### config.mk
export PLATFORM = sky130hd
export DESIGN_NAME = datapath_driver
export DESIGN_NICKNAME = d
export VERILOG_FILES = /design/src/rtl/datapath_driver.sv
export SDC_FILE = /design/constraint.sdc
export NUM_CORES = 1
export LEC_CHECK = 0
export CAP_MARGIN = 40
export CORE_MARGIN = 2
export CORE_UTILIZATION = 42
export CTS_BUF_LIST = sky130_fd_sc_hd__clkbuf_16
export CTS_CLUSTER_DIAMETER = 40
export CTS_CLUSTER_SIZE = 40
export DETAILED_ROUTE_END_ITERATION = 10
export GPL_ROUTABILITY_DRIVEN = 1
export PLACE_DENSITY = 0.8
export SETUP_SLACK_MARGIN = 0.02
export SLEW_MARGIN = 20
export SYNTH_ARGS = -nofsm -noshare
export SYNTH_HDL_FRONTEND = slang
export SYNTH_SLANG_ARGS = --single-unit
export TNS_END_PERCENT = 50
### constraint.sdc
create_clock -name clk -period 2.2 [get_ports clk]
set_input_delay 0.44 -clock clk [delete_from_list [all_inputs] [get_ports clk]]
set_output_delay 0.44 -clock clk [all_outputs]
set_load 0.05 [all_outputs]
### src/rtl/datapath_driver.sv
// Command initiator for the ALU datapath: accepts one request, drives the datapath
// for its fixed latency, captures the result and flags, and returns them as a response.
module datapath_driver #(
    parameter int unsigned WIDTH      = 8,
    parameter int unsigned DP_LATENCY = 3
) (
    input  logic                 clk,
    input  logic                 rst,
    input  logic                 req_valid,
    output logic                 req_ready,
    input  logic [5:0]           req_cmd,
    input  logic [WIDTH-1:0]     req_a,
    input  logic [WIDTH-1:0]     req_b,
    input  logic [WIDTH-1:0]     req_c,
    output logic                 rsp_valid,
    input  logic                 rsp_ready,
    output logic [2*WIDTH-1:0]   rsp_data,
    output logic                 rsp_zero,
    output logic                 rsp_error,
    output logic                 busy,
    output logic [7:0]           err_count,
    output logic [5:0]           dp_cmd,
    output logic [WIDTH-1:0]     dp_din_1,
    output logic [WIDTH-1:0]     dp_din_2,
    output logic [WIDTH-1:0]     dp_din_3,
    input  logic [WIDTH-1:0]     dp_dout_low,
    input  logic [WIDTH-1:0]     dp_dout_high,
    input  logic                 dp_zero,
    input  logic                 dp_error
);

    localparam int unsigned CNT_W = $clog2(DP_LATENCY + 1);
    localparam logic [CNT_W-1:0] CNT_LOAD = CNT_W'(DP_LATENCY - 1);

    localparam logic [1:0] IDLE  = 2'd0;
    localparam logic [1:0] DRIVE = 2'd1;
    localparam logic [1:0] RESP  = 2'd2;

    logic [1:0]         state_q, state_d;
    logic [CNT_W-1:0]   cnt_q, cnt_d;
    logic               req_ready_q, req_ready_d;
    logic               busy_q, busy_d;
    logic [5:0]         dp_cmd_q, dp_cmd_d;
    logic [WIDTH-1:0]   dp_din_1_q, dp_din_1_d;
    logic [WIDTH-1:0]   dp_din_2_q, dp_din_2_d;
    logic [WIDTH-1:0]   dp_din_3_q, dp_din_3_d;
    logic               rsp_valid_q, rsp_valid_d;
    logic [2*WIDTH-1:0] rsp_data_q, rsp_data_d;
    logic               rsp_zero_q, rsp_zero_d;
    logic               rsp_error_q, rsp_error_d;
    logic [7:0]         err_count_q, err_count_d;

    // Next-state and registered-output logic
    always_comb begin
        state_d     = state_q;
        cnt_d       = cnt_q;
        req_ready_d = req_ready_q;
        dp_cmd_d    = dp_cmd_q;
        dp_din_1_d  = dp_din_1_q;
        dp_din_2_d  = dp_din_2_q;
        dp_din_3_d  = dp_din_3_q;
        rsp_valid_d = rsp_valid_q;
        rsp_data_d  = rsp_data_q;
        rsp_zero_d  = rsp_zero_q;
        rsp_error_d = rsp_error_q;
        err_count_d = err_count_q;

        case (state_q)
            IDLE: begin
                req_ready_d = 1'b1;
                if (req_valid && req_ready_q) begin
                    state_d     = DRIVE;
                    req_ready_d = 1'b0;
                    cnt_d       = CNT_LOAD;
                    dp_cmd_d    = req_cmd;
                    dp_din_1_d  = req_a;
                    dp_din_2_d  = req_b;
                    dp_din_3_d  = req_c;
                end
            end
            DRIVE: begin
                req_ready_d = 1'b0;
                if (cnt_q == '0) begin
                    state_d     = RESP;
                    rsp_valid_d = 1'b1;
                    rsp_data_d  = {dp_dout_high, dp_dout_low};
                    rsp_zero_d  = dp_zero;
                    rsp_error_d = dp_error;
                    dp_cmd_d    = 6'd0;
                    dp_din_1_d  = '0;
                    dp_din_2_d  = '0;
                    dp_din_3_d  = '0;
                    if (dp_error && (err_count_q != 8'hFF)) begin
                        err_count_d = err_count_q + 8'd1;
                    end
                end else begin
                    cnt_d = cnt_q - CNT_W'(1);
                end
            end
            RESP: begin
                req_ready_d = 1'b0;
                // Response data is held after the handshake; only valid drops
                if (rsp_ready) begin
                    state_d     = IDLE;
                    rsp_valid_d = 1'b0;
                    req_ready_d = 1'b1;
                end
            end
            default: begin
                state_d     = IDLE;
                req_ready_d = 1'b0;
                rsp_valid_d = 1'b0;
                dp_cmd_d    = 6'd0;
                dp_din_1_d  = '0;
                dp_din_2_d  = '0;
                dp_din_3_d  = '0;
            end
        endcase

        busy_d = (state_d != IDLE);
    end

    // State and output registers; reset abandons any operation in flight
    always_ff @(posedge clk or negedge rst) begin
        if (!rst) begin
            state_q     <= IDLE;
            cnt_q       <= '0;
            req_ready_q <= 1'b0;
            busy_q      <= 1'b0;
            dp_cmd_q    <= 6'd0;
            dp_din_1_q  <= '0;
            dp_din_2_q  <= '0;
            dp_din_3_q  <= '0;
            rsp_valid_q <= 1'b0;
            rsp_data_q  <= '0;
            rsp_zero_q  <= 1'b0;
            rsp_error_q <= 1'b0;
            err_count_q <= 8'd0;
        end else begin
            state_q     <= state_d;
            cnt_q       <= cnt_d;
            req_ready_q <= req_ready_d;
            busy_q      <= busy_d;
            dp_cmd_q    <= dp_cmd_d;
            dp_din_1_q  <= dp_din_1_d;
            dp_din_2_q  <= dp_din_2_d;
            dp_din_3_q  <= dp_din_3_d;
            rsp_valid_q <= rsp_valid_d;
            rsp_data_q  <= rsp_data_d;
            rsp_zero_q  <= rsp_zero_d;
            rsp_error_q <= rsp_error_d;
            err_count_q <= err_count_d;
        end
    end

    assign req_ready = req_ready_q;
    assign busy      = busy_q;
    assign dp_cmd    = dp_cmd_q;
    assign dp_din_1  = dp_din_1_q;
    assign dp_din_2  = dp_din_2_q;
    assign dp_din_3  = dp_din_3_q;
    assign rsp_valid = rsp_valid_q;
    assign rsp_data  = rsp_data_q;
    assign rsp_zero  = rsp_zero_q;
    assign rsp_error = rsp_error_q;
    assign err_count = err_count_q;

endmodule
==> metrics.txt, run 1 <==
# TYPE chip_impl_metric gauge
chip_impl_info{name="run_status",value="completed"} 1
chip_impl_metric{name="routed_via_density",unit=""} 5.106
chip_impl_metric{name="num_antenna_cells",unit=""} 0
chip_impl_info{name="root_buffer",value="clkbuf_16"} 1
chip_impl_metric{name="cts_inserted_buffers",unit=""} 9
chip_impl_info{name="worst-setup-path-type",value="flop to output pin"} 1
chip_impl_metric{name="hold_buffers",unit=""} 0
chip_impl_metric{name="cts.repair.resized",unit=""} 0
chip_impl_metric{name="place.detailed.hpwl",unit="µm"} 4185
chip_impl_metric{name="multi_input_comb_area",unit="µm²"} 889.6
chip_impl_metric{name="worst_hold_slack",unit="ps"} 8.689
chip_impl_metric{name="globalRouteMet2Util",unit="%"} 30.24
chip_impl_metric{name="skew",unit="ps"} 6.800
chip_impl_metric{name="finalWeightedCongestion",unit=""} 0.7765
chip_impl_metric{name="design.die.area",unit="µm²"} 6758
chip_impl_metric{name="cp_data_arrival_time",unit="ps"} 1610
chip_impl_metric{name="synth_async_sr_flop_share",unit="%"} 100.0
chip_impl_metric{name="synth_area_per_cell",unit="µm²"} 14.68
chip_impl_metric{name="p_leak",unit="nW"} 1.818
chip_impl_metric{name="drcViolationCount",unit=""} 0
chip_impl_metric{name="global_route.usage.total",unit="%"} 19.65
chip_impl_metric{name="synthCells",unit=""} 175
chip_impl_metric{name="required",unit="ps"} 1760
chip_impl_metric{name="vdd_ir_drop_max",unit="mV"} 1.071
chip_impl_metric{name="grt.met3_usage",unit="%"} 5.000
chip_impl_metric{name="synth-edff-count",unit=""} 0
chip_impl_metric{name="final_nets",unit=""} 342
chip_impl_metric{name="fp.dieW",unit="µm"} 82.21
chip_impl_metric{name="start_util",unit="%"} 43.39
chip_impl_info{name="synth.area.top_cells",value="dfrtp_1 61%, a22o_1 10%, mux2_4 5.3%"} 1
chip_impl_metric{name="cts.sink_count",unit=""} 63
chip_impl_metric{name="drive_gt1_share",unit="%"} 14.68
chip_impl_metric{name="layout_worst_path_cycle_share",unit="%"} 93.05
chip_impl_metric{name="ff_latch_area",unit="µm²"} 1577
chip_impl_metric{name="grt_overflow",unit=""} 0
chip_impl_metric{name="fp.coreArea",unit="µm²"} 5921
chip_impl_metric{name="timing.final.setup_violations",unit=""} 0
chip_impl_info{name="classification_of_the_worst_slack_hold_path",value="primary input to async pin"} 1
chip_impl_metric{name="cap_violations",unit=""} 0
chip_impl_metric{name="layout-area-overhead-vs-synth",unit="%"} 56.41
chip_impl_metric{name="dpl_cell_area",unit="µm²"} 3702
chip_impl_metric{name="post_synth_num_cell_types",unit=""} 37
chip_impl_metric{name="max_freq",unit="GHz"} 0.4885
chip_impl_metric{name="post_drt_wl_per_cell",unit="µm"} 16.71
chip_impl_metric{name="slew_violations",unit=""} 0
chip_impl_metric{name="reg2regPathDepth",unit=""} 5
chip_impl_metric{name="worstPathMaxFanout",unit=""} 6
chip_impl_info{name="cts_tree",value="built"} 1
chip_impl_metric{name="timing_worst_slew_pin_value",unit="ps"} 688.0
chip_impl_metric{name="synth_seq_cells",unit=""} 63
chip_impl_metric{name="fillCellCount",unit=""} 430
chip_impl_metric{name="totalWireLength",unit="µm"} 6151
chip_impl_metric{name="grt_first_pass_wirelength",unit="µm"} 9653
chip_impl_info{name="library_cell_with_the_highest_instance_count_after_synthesis",value="dfrtp_1"} 1
chip_impl_metric{name="ant_nets",unit=""} 0
chip_impl_metric{name="bufs_and_invs_on_worst_path",unit=""} 1
chip_impl_metric{name="setup_total_neg_slack",unit="ps"} 0
chip_impl_metric{name="placement.io_buffers",unit=""} 110
chip_impl_info{name="timing.critical_path.cells",value="clkdlybuf4s50_1"} 1
chip_impl_metric{name="via_count",unit=""} 1879
chip_impl_metric{name="drtPass1Iterations",unit=""} 6
chip_impl_info{name="synth_top_flop_cell",value="dfrtp_1"} 1
chip_impl_metric{name="first_iter_violations",unit=""} 88
chip_impl_metric{name="num_io_pins",unit=""} 111
chip_impl_metric{name="post-cts-setup-buffer-count",unit=""} 0
chip_impl_metric{name="timing.final.crit_period",unit="ps"} 2047
chip_impl_metric{name="synth.yosys.seq_area_share",unit="%"} 61.37
chip_impl_metric{name="critical_path_cell_count",unit=""} 1
chip_impl_metric{name="row_count",unit=""} 28
chip_impl_metric{name="syn_nets",unit=""} 229
chip_impl_metric{name="grt_antenna_before_repair",unit=""} 0
chip_impl_metric{name="final_cell_area",unit="µm²"} 4018
chip_impl_info{name="synth_largest_area_cell",value="dfrtp_1"} 1
chip_impl_info{name="worstSetupStartpointType",value="flop"} 1
chip_impl_metric{name="worstSkewPairLatency",unit="ps"} 320
chip_impl_metric{name="post-layout-total-power",unit="W"} 0.007133
chip_impl_metric{name="buffer_levels_on_the_longest_clock_path",unit=""} 2
chip_impl_metric{name="delay_of_the_slowest_cell_on_the_worst_path",unit="ps"} 840
chip_impl_metric{name="power-per-cell-area",unit="nW/µm²"} 1775
chip_impl_metric{name="final_core_utilization",unit="%"} 67.86
chip_impl_metric{name="fp.dieH",unit="µm"} 82.21
chip_impl_metric{name="groute.layer.met1.usage",unit="%"} 24.79
chip_impl_metric{name="vias_in_the_first_global_route",unit=""} 1916
chip_impl_metric{name="synth.top_cell.area_share",unit="%"} 61.37
chip_impl_info{name="rsz0062_at_grt",value="no"} 1
chip_impl_metric{name="clk_transition_reported_paths",unit="ps"} 60
chip_impl_info{name="busiest_layer",value="met2"} 1
chip_impl_info{name="critical_path.top_delay_family",value="buffers and inverters"} 1
chip_impl_metric{name="synth.yosys.warnings",unit=""} 0
chip_impl_metric{name="timing.slew.headroom",unit="%"} 54.03
chip_impl_metric{name="final_hold_viol_count",unit=""} 0
chip_impl_info{name="crit_path_end_kind",value="output pin"} 1
chip_impl_metric{name="grt_start_max_net_pins",unit=""} 51
chip_impl_info{name="critPathSlowestCell",value="clkdlybuf4s50_1"} 1
chip_impl_info{name="synth.top_cells.by_count",value="63 x dfrtp_1, 30 x a22o_1, 9 x mux2_2, 9 x mux2_4, 9 x nand2_1"} 1
chip_impl_metric{name="clock_tree.htree_level_count",unit=""} 3
chip_impl_metric{name="synth.cell_area",unit="µm²"} 2569
flip-flops by register name (all words and copies together) (netlist names):
| name | count |
|---|---|
| busy | 1 |
| dp_din_2 | 8 |
| rsp_data | 16 |
| rsp_valid | 1 |
| dp_din_1 | 8 |
| dp_din_3 | 8 |
| dp_cmd | 6 |
| cnt_q | 2 |
| req_ready | 1 |
| rsp_error | 1 |
| rsp_zero | 1 |
| state_q | 2 |
| err_count | 8 |
layer usage:
layer | up-vias | wire [µm]
met5 | - | 0
met4 | 0 | 168
met3 | 15 | 320
met1 | 927 | 2634
li1 | 866 | -
met2 | 71 | 3027
stage by stage:
stage / std cells / setup slack, ps
after floorplan: 175 / 458.2
after global placement: 352 / 262.1
after detailed placement: 352 / 208.1
after CTS: 368 / 131.8
after global routing: 368 / 101.3
final: 368 / 152.9
power breakdown:
part	total [W]	internal, W	switching (W)	leakage, nW
clock	0.00148	0.000982	0.000498	0.150
sequential	0.00199	0.00165	0.000340	0.790
combinational	0.00367	0.00140	0.00227	0.879
total	0.00713	0.00403	0.00310	1.82
cells in the final DEF, fill, tap and decap left out, types with 2 or more instances in the layout:
cell,instances
bufinv_16,2
dfrtp_1,63
mux2_2,9
nor2b_1,2
nand2_1,9
mux2_4,9
nor2_1,3
clkdlybuf4s50_1,109
ha_1,2
a211o_1,2
a22o_1,30
o21ai_0,3
nand2b_1,2
buf_4,2
nand3_1,2
o21a_1,2
clkinvlp_4,3
inv_1,5
mux2i_1,2
xor2_1,3
clkbuf_16,9
kinds of logic after synthesis:
logic type | share of synthesized area (%)
buf+inv | 3.994
flops | 61.37
fa+ha+maj | 0.9740
simple gates | 8.183
xor+xnor | 1.364
mux | 10.42
compound gates | 13.69
final cells by class:
class                           instances  share of cell area, %
Inverter                                3                 0.2803
Timing Repair Buffer                  113                  28.15
Clock inverter                          7                  2.242
Multi-Input combinational cell         98                  22.14
Tap cell                               75                  2.336
Clock buffer                            9                  5.606
Sequential cell                        63                  39.24
final timing paths:
check | start | to | slack (ps)
max | err_count[7] | err_count[7] | 150
min | rst | dp_din_2[6] | 9
max reg2reg | cnt_q[0] | dp_din_2[2] | 420
min reg2reg | cnt_q[0] | cnt_q[0] | 470
max in group asynchronous | rst | err_count[0] | 1610
min in group clk | cnt_q[0] | cnt_q[0] | 470
worst reg2reg max path, stage by stage, from the launching register on:
cell	delay, ps
dfrtp_1	360
inv_1	50
ha_1	290
o21a_1	230
nor2_4	530
a22o_1	250
(Power assumes the default switching activity.)
==> run 2: changes to the inputs <==
--- a/config.mk
+++ b/config.mk
@@ -13,6 +13,7 @@
 export CTS_CLUSTER_SIZE = 40
 export DETAILED_ROUTE_END_ITERATION = 10
 export GPL_ROUTABILITY_DRIVEN = 1
+export GPL_TIMING_DRIVEN = 0
 export PLACE_DENSITY = 0.8
 export SETUP_SLACK_MARGIN = 0.02
 export SLEW_MARGIN = 20
==> metrics.txt, run 2 (synthesized netlist as in run 1, its figures left out) <==
# TYPE chip_impl_metric gauge
chip_impl_metric{name="cp_data_arrival_time",unit="ps"} 1630
chip_impl_metric{name="cts.sink_count",unit=""} 63
chip_impl_metric{name="groute.layer.met1.usage",unit="%"} 25.69
chip_impl_info{name="worstHoldStart",value="cnt_q[0]"} 1
chip_impl_metric{name="grt.met3_usage",unit="%"} 5.109
chip_impl_metric{name="cap_violations",unit=""} 0
chip_impl_metric{name="vias_in_the_first_global_route",unit=""} 2020
chip_impl_metric{name="first_iter_violations",unit=""} 58
chip_impl_info{name="rsz0062_at_grt",value="no"} 1
chip_impl_info{name="classification_of_the_worst_slack_hold_path",value="flop to flop"} 1
chip_impl_metric{name="global_route.usage.total",unit="%"} 20.07
chip_impl_metric{name="cts.repair.resized",unit=""} 0
chip_impl_info{name="timing.critical_path.cells",value="clkdlybuf4s50_1"} 1
chip_impl_info{name="busiest_layer",value="met2"} 1
chip_impl_metric{name="worst_hold_slack",unit="ps"} 471.1
chip_impl_metric{name="final_nets",unit=""} 352
chip_impl_metric{name="totalWireLength",unit="µm"} 6267
chip_impl_metric{name="reg2regPathDepth",unit=""} 5
chip_impl_metric{name="start_util",unit="%"} 43.39
chip_impl_metric{name="slew_violations",unit=""} 0
chip_impl_metric{name="cellInternalPower",unit="W"} 0.004146
chip_impl_metric{name="timing.slew.headroom",unit="%"} 63.76
chip_impl_metric{name="sw_frac_of_total",unit="%"} 43.08
chip_impl_metric{name="power_frac_seq",unit="%"} 26.4
chip_impl_metric{name="number_of_cells_on_the_worst_hold_path",unit=""} 1
chip_impl_metric{name="drtPass1Iterations",unit=""} 4
chip_impl_metric{name="power.combinational.fraction",unit="%"} 53.3
chip_impl_metric{name="num_io_pins",unit=""} 111
chip_impl_info{name="final_common_cell",value="clkdlybuf4s50_1"} 1
chip_impl_metric{name="row_count",unit=""} 28
chip_impl_metric{name="dpl_cell_area",unit="µm²"} 3789
chip_impl_metric{name="final_hold_viol_count",unit=""} 0
chip_impl_metric{name="net_load_switching_power",unit="W"} 0.003138
chip_impl_metric{name="design.die.area",unit="µm²"} 6758
chip_impl_metric{name="drcViolationCount",unit=""} 0
chip_impl_metric{name="routed_via_density",unit=""} 5.042
chip_impl_info{name="critical_path.top_delay_family",value="buffers and inverters"} 1
chip_impl_metric{name="grt_overflow",unit=""} 0
chip_impl_metric{name="power-per-cell-area",unit="nW/µm²"} 1771
chip_impl_metric{name="worstSkewPairLatency",unit="ps"} 320
chip_impl_metric{name="num_antenna_cells",unit=""} 0
chip_impl_metric{name="skew",unit="ps"} 4.304
chip_impl_metric{name="fp.dieH",unit="µm"} 82.21
chip_impl_metric{name="grt_start_max_net_pins",unit=""} 48
chip_impl_metric{name="placement.io_buffers",unit=""} 110
chip_impl_metric{name="fp.dieW",unit="µm"} 82.21
chip_impl_metric{name="cts_inserted_buffers",unit=""} 9
chip_impl_metric{name="timing.final.setup_violations",unit=""} 0
chip_impl_info{name="critPathSlowestCell",value="clkdlybuf4s50_1"} 1
chip_impl_metric{name="layout-area-overhead-vs-synth",unit="%"} 60.11
chip_impl_info{name="mostFrequentLayoutCells",value="109 x clkdlybuf4s50_1, 63 x dfrtp_1, 30 x a22o_1"} 1
chip_impl_metric{name="post-cts-setup-buffer-count",unit=""} 0
chip_impl_metric{name="final_core_utilization",unit="%"} 69.46
chip_impl_metric{name="setup_total_neg_slack",unit="ps"} 0
chip_impl_info{name="min_to",value="cnt_q[0]"} 1
chip_impl_metric{name="hold_buffers",unit=""} 1
chip_impl_info{name="crit_path_end_kind",value="output pin"} 1
chip_impl_metric{name="ant_nets",unit=""} 0
chip_impl_metric{name="finalWeightedCongestion",unit=""} 0.7774
chip_impl_metric{name="layout_worst_path_cycle_share",unit="%"} 94.14
chip_impl_metric{name="required",unit="ps"} 1760
chip_impl_metric{name="fillCellCount",unit=""} 440
chip_impl_metric{name="via_count",unit=""} 1906
chip_impl_metric{name="globalRouteMet2Util",unit="%"} 30.97
chip_impl_metric{name="place.detailed.hpwl",unit="µm"} 4442
chip_impl_metric{name="reg2reg_setup_slack",unit="ps"} 500
chip_impl_metric{name="clk_transition_reported_paths",unit="ps"} 50
chip_impl_metric{name="clock_tree.htree_level_count",unit=""} 3
chip_impl_metric{name="max_freq",unit="GHz"} 0.4829
chip_impl_info{name="worstSetupStartpointType",value="flop"} 1
chip_impl_metric{name="drive_gt1_share",unit="%"} 17.49
chip_impl_metric{name="power.share.clock",unit="%"} 20.3
chip_impl_metric{name="grt_first_pass_wirelength",unit="µm"} 9984
chip_impl_metric{name="bufs_and_invs_on_worst_path",unit=""} 1
chip_impl_info{name="worst-setup-path-type",value="flop to output pin"} 1
chip_impl_metric{name="vdd_ir_drop_max",unit="mV"} 0.8746
chip_impl_metric{name="post_drt_wl_per_cell",unit="µm"} 16.58
chip_impl_metric{name="grt_antenna_before_repair",unit=""} 0
chip_impl_metric{name="timing.final.crit_period",unit="ps"} 2071
chip_impl_info{name="critical_path.reg2reg.endpoint",value="err_count[6]"} 1
chip_impl_metric{name="timing_worst_slew_pin_value",unit="ps"} 541.8
chip_impl_metric{name="fp.coreArea",unit="µm²"} 5921
chip_impl_info{name="root_buffer",value="clkbuf_16"} 1
chip_impl_metric{name="multi_input_comb_area",unit="µm²"} 889.6
chip_impl_info{name="r2r-start",value="cnt_q[0]"} 1
chip_impl_metric{name="ff_latch_area",unit="µm²"} 1577
chip_impl_metric{name="delay_of_the_slowest_cell_on_the_worst_path",unit="ps"} 850
chip_impl_metric{name="worstPathMaxFanout",unit=""} 6
chip_impl_metric{name="buffer_levels_on_the_longest_clock_path",unit=""} 2
chip_impl_info{name="cts_tree",value="built"} 1
chip_impl_metric{name="final_cell_area",unit="µm²"} 4113
chip_impl_metric{name="largest_reg_flops",unit=""} 16
chip_impl_info{name="run_status",value="completed"} 1
chip_impl_metric{name="p_leak",unit="nW"} 1.880
[run 2: cell type report]
class | count | area share (%)
timing repair buffer | 112 | 27.62
sequential | 63 | 38.33
inverter | 3 | 0.2738
multi-input combinational | 98 | 21.63
clock inverter | 7 | 2.160
buffer | 11 | 2.221
tap | 75 | 2.282
clock buffer | 9 | 5.476
[run 2: how the worst max path moves through the flow]
| stage | cells after the start | endpoint | startpoint |
|---|---|---|---|
| after CTS | 1 | err_count[7] | err_count[7] |
| after global routing | 1 | err_count[7] | err_count[7] |
| final | 1 | err_count[7] | err_count[7] |
| after global placement | 1 | rsp_data[9] | rst |
| after floorplan | 4 | err_count[1] | err_count[0] |
| after detailed placement | 4 | err_count[5] | dp_error |
[run 2: stage by stage]
step / instances / power, W / setup slack (ps)
after CTS: 378 / 0.007346 / 131.0
after global routing: 378 / 0.007619 / 75.47
after detailed placement: 361 / 0.005822 / 348.9
after global placement: 360 / 0.005736 / -1295
after floorplan: 175 / 0.004544 / 458.2
final: 378 / 0.007284 / 129.0
[run 2: power by group through the flow]
stage | logic (W) | clock network (W) | registers (W)
after global routing | 0.00407 | 0.00156 | 0.00198
after detailed placement | 0.00389 | 0 | 0.00193
after CTS | 0.00392 | 0.00150 | 0.00193
final | 0.00388 | 0.00148 | 0.00193
after floorplan | 0.00111 | 0 | 0.00343
after global placement | 0.00382 | 0 | 0.00191
[run 2: per-layer routing]
layer | wire length (µm) | vias to the layer above
li1 | - | 888
met5 | 0 | -
met3 | 282 | 14
met1 | 2769 | 948
met4 | 170 | 0
met2 | 3046 | 56
==> run 3: changes to the inputs <==
--- a/config.mk
+++ b/config.mk
@@ -16,7 +16,7 @@
 export GPL_TIMING_DRIVEN = 0
 export PLACE_DENSITY = 0.8
 export SETUP_SLACK_MARGIN = 0.02
-export SLEW_MARGIN = 20
+export SLEW_MARGIN = 0
 export SYNTH_ARGS = -nofsm -noshare
 export SYNTH_HDL_FRONTEND = slang
 export SYNTH_SLANG_ARGS = --single-unit
==> metrics.txt, run 3 (synthesized netlist as in run 1, its figures left out) <==
# TYPE chip_impl_metric gauge
chip_impl_info{name="crit_path_end_kind",value="output pin"} 1
chip_impl_metric{name="post-cts-setup-buffer-count",unit=""} 0
chip_impl_info{name="timing.critical_path.cells",value="clkdlybuf4s50_1"} 1
chip_impl_info{name="worst-setup-path-type",value="flop to output pin"} 1
chip_impl_info{name="mostFrequentLayoutCells",value="109 x clkdlybuf4s50_1, 63 x dfrtp_1, 30 x a22o_1"} 1
chip_impl_metric{name="cellInternalPower",unit="W"} 0.004139
chip_impl_metric{name="power_frac_seq",unit="%"} 26.5
chip_impl_info{name="cts_tree",value="built"} 1
chip_impl_metric{name="worstSkewPairLatency",unit="ps"} 320
chip_impl_metric{name="fp.dieH",unit="µm"} 82.21
chip_impl_metric{name="fp.dieW",unit="µm"} 82.21
chip_impl_metric{name="row_count",unit=""} 28
chip_impl_metric{name="ant_nets",unit=""} 0
chip_impl_metric{name="buffer_levels_on_the_longest_clock_path",unit=""} 2
chip_impl_metric{name="required",unit="ps"} 1760
chip_impl_metric{name="power.combinational.fraction",unit="%"} 53.3
chip_impl_metric{name="net_load_switching_power",unit="W"} 0.003120
chip_impl_metric{name="vias_in_the_first_global_route",unit=""} 2027
chip_impl_metric{name="clk_transition_reported_paths",unit="ps"} 60
chip_impl_metric{name="routed_via_density",unit=""} 5.120
chip_impl_info{name="worstSetupStartpointType",value="flop"} 1
chip_impl_info{name="run_status",value="completed"} 1
chip_impl_metric{name="layout-area-overhead-vs-synth",unit="%"} 59.23
chip_impl_info{name="classification_of_the_worst_slack_hold_path",value="primary input to async pin"} 1
chip_impl_metric{name="sw_frac_of_total",unit="%"} 42.98
chip_impl_info{name="critical_path.reg2reg.endpoint",value="err_count[6]"} 1
chip_impl_metric{name="final_hold_viol_count",unit=""} 0
chip_impl_metric{name="timing.slew.headroom",unit="%"} 52.32
chip_impl_info{name="critical_path.top_delay_family",value="buffers and inverters"} 1
chip_impl_metric{name="skew",unit="ps"} 8.374
chip_impl_metric{name="p_leak",unit="nW"} 1.861
chip_impl_metric{name="num_antenna_cells",unit=""} 0
chip_impl_metric{name="largest_reg_flops",unit=""} 16
chip_impl_metric{name="cts_inserted_buffers",unit=""} 9
chip_impl_metric{name="fillCellCount",unit=""} 436
chip_impl_metric{name="clock_tree.htree_level_count",unit=""} 3
chip_impl_metric{name="totalWireLength",unit="µm"} 6186
chip_impl_info{name="critPathSlowestCell",value="clkdlybuf4s50_1"} 1
chip_impl_metric{name="post_drt_wl_per_cell",unit="µm"} 16.45
chip_impl_metric{name="max_freq",unit="GHz"} 0.4863
chip_impl_info{name="root_buffer",value="clkbuf_16"} 1
chip_impl_metric{name="reg2regPathDepth",unit=""} 5
chip_impl_metric{name="post-layout-total-power",unit="W"} 0.007259
chip_impl_metric{name="timing.final.crit_period",unit="ps"} 2056
chip_impl_metric{name="global_route.usage.total",unit="%"} 19.23
chip_impl_metric{name="power.share.clock",unit="%"} 20.2
chip_impl_metric{name="first_iter_violations",unit=""} 105
chip_impl_metric{name="num_io_pins",unit=""} 111
chip_impl_metric{name="grt_overflow",unit=""} 0
chip_impl_metric{name="fp.coreArea",unit="µm²"} 5921
chip_impl_metric{name="hold_buffers",unit=""} 0
chip_impl_metric{name="grt_antenna_before_repair",unit=""} 0
chip_impl_metric{name="finalWeightedCongestion",unit=""} 0.7774
chip_impl_metric{name="place.detailed.hpwl",unit="µm"} 4451
chip_impl_metric{name="placement.io_buffers",unit=""} 110
chip_impl_metric{name="worstPathMaxFanout",unit=""} 6
chip_impl_metric{name="bufs_and_invs_on_worst_path",unit=""} 1
chip_impl_metric{name="drcViolationCount",unit=""} 0
chip_impl_metric{name="cts.sink_count",unit=""} 63
chip_impl_metric{name="power-per-cell-area",unit="nW/µm²"} 1775
chip_impl_metric{name="delay_of_the_slowest_cell_on_the_worst_path",unit="ps"} 840
chip_impl_metric{name="vdd_ir_drop_max",unit="mV"} 1.050
chip_impl_metric{name="grt_first_pass_wirelength",unit="µm"} 9646
chip_impl_info{name="final_common_cell",value="clkdlybuf4s50_1"} 1
chip_impl_metric{name="start_util",unit="%"} 43.39
chip_impl_info{name="rsz0062_at_grt",value="no"} 1
chip_impl_info{name="r2r-start",value="cnt_q[0]"} 1
chip_impl_metric{name="via_count",unit=""} 1925
chip_impl_metric{name="final_nets",unit=""} 351
chip_impl_metric{name="timing_worst_slew_pin_value",unit="ps"} 715.2
chip_impl_metric{name="cap_violations",unit=""} 0
chip_impl_metric{name="drtPass1Iterations",unit=""} 4
chip_impl_metric{name="timing.final.setup_violations",unit=""} 0
chip_impl_metric{name="design.die.area",unit="µm²"} 6758
chip_impl_metric{name="layout_worst_path_cycle_share",unit="%"} 93.47
chip_impl_metric{name="grt_start_max_net_pins",unit=""} 33
chip_impl_metric{name="final_core_utilization",unit="%"} 69.08
chip_impl_metric{name="cp_data_arrival_time",unit="ps"} 1620
chip_impl_metric{name="cts.repair.resized",unit=""} 0
chip_impl_metric{name="reg2reg_setup_slack",unit="ps"} 500
chip_impl_metric{name="drive_gt1_share",unit="%"} 17.28
chip_impl_metric{name="slew_violations",unit=""} 0
[run 3: how the worst max path moves through the flow]
stage / start / end / cells past startpoint
3_5_place_dp: dp_error / err_count[5] / 4
6_report: err_count[7] / err_count[7] / 1
3_3_place_gp: rst / rsp_data[9] / 1
4_1_cts: err_count[7] / err_count[7] / 1
5_1_grt: err_count[7] / err_count[7] / 1
2_1_floorplan: err_count[0] / err_count[1] / 4
[run 3: area by class of cell]
cell class                 instances  area, µm²  share of cell area (%)
clock buffer                       9      225.2                   5.506
buffer                            11      91.34                   2.233
timing repair buffer             111       1116                   27.29
clock inverter                     6      86.33                   2.111
sequential                        63       1577                   38.54
tap                               75      93.84                   2.294
inverter                           3      11.26                  0.2753
multi-input combinational         98      889.6                   21.75
[run 3: power by group through the flow]
stage	combinational, W	clock, W	sequential, W
3_3_place_gp	0.00382	0	0.00191
3_5_place_dp	0.00388	0	0.00193
6_report	0.00387	0.00146	0.00193
2_1_floorplan	0.00111	0	0.00343
4_1_cts	0.00390	0.00149	0.00193
5_1_grt	0.00405	0.00154	0.00198
[run 3: per-stage QoR]
stage          std cells  worst slack (ps)  area [µm²]  hold slack, ps  setup TNS, ps
2_1_floorplan        175             458.2        2569           144.4              0
3_3_place_gp         360             -1295        3764           462.9         -81330
3_5_place_dp         361             322.2        3779           462.6              0
4_1_cts              376             139.6        4090           190.4              0
5_1_grt              376             89.67        4090           232.9              0
6_report             376             143.6        4090           170.7              0
[run 3: routing by layer]
layer / share of wire [%] / wire, µm / GRT usage [%]
met2: 50 / 3109 / 30.89
met4: 2.9 / 180 / 10.17
met5: 0 / 0 / 0
met1: 42 / 2572 / 23.72
met3: 5.2 / 323 / 5.109
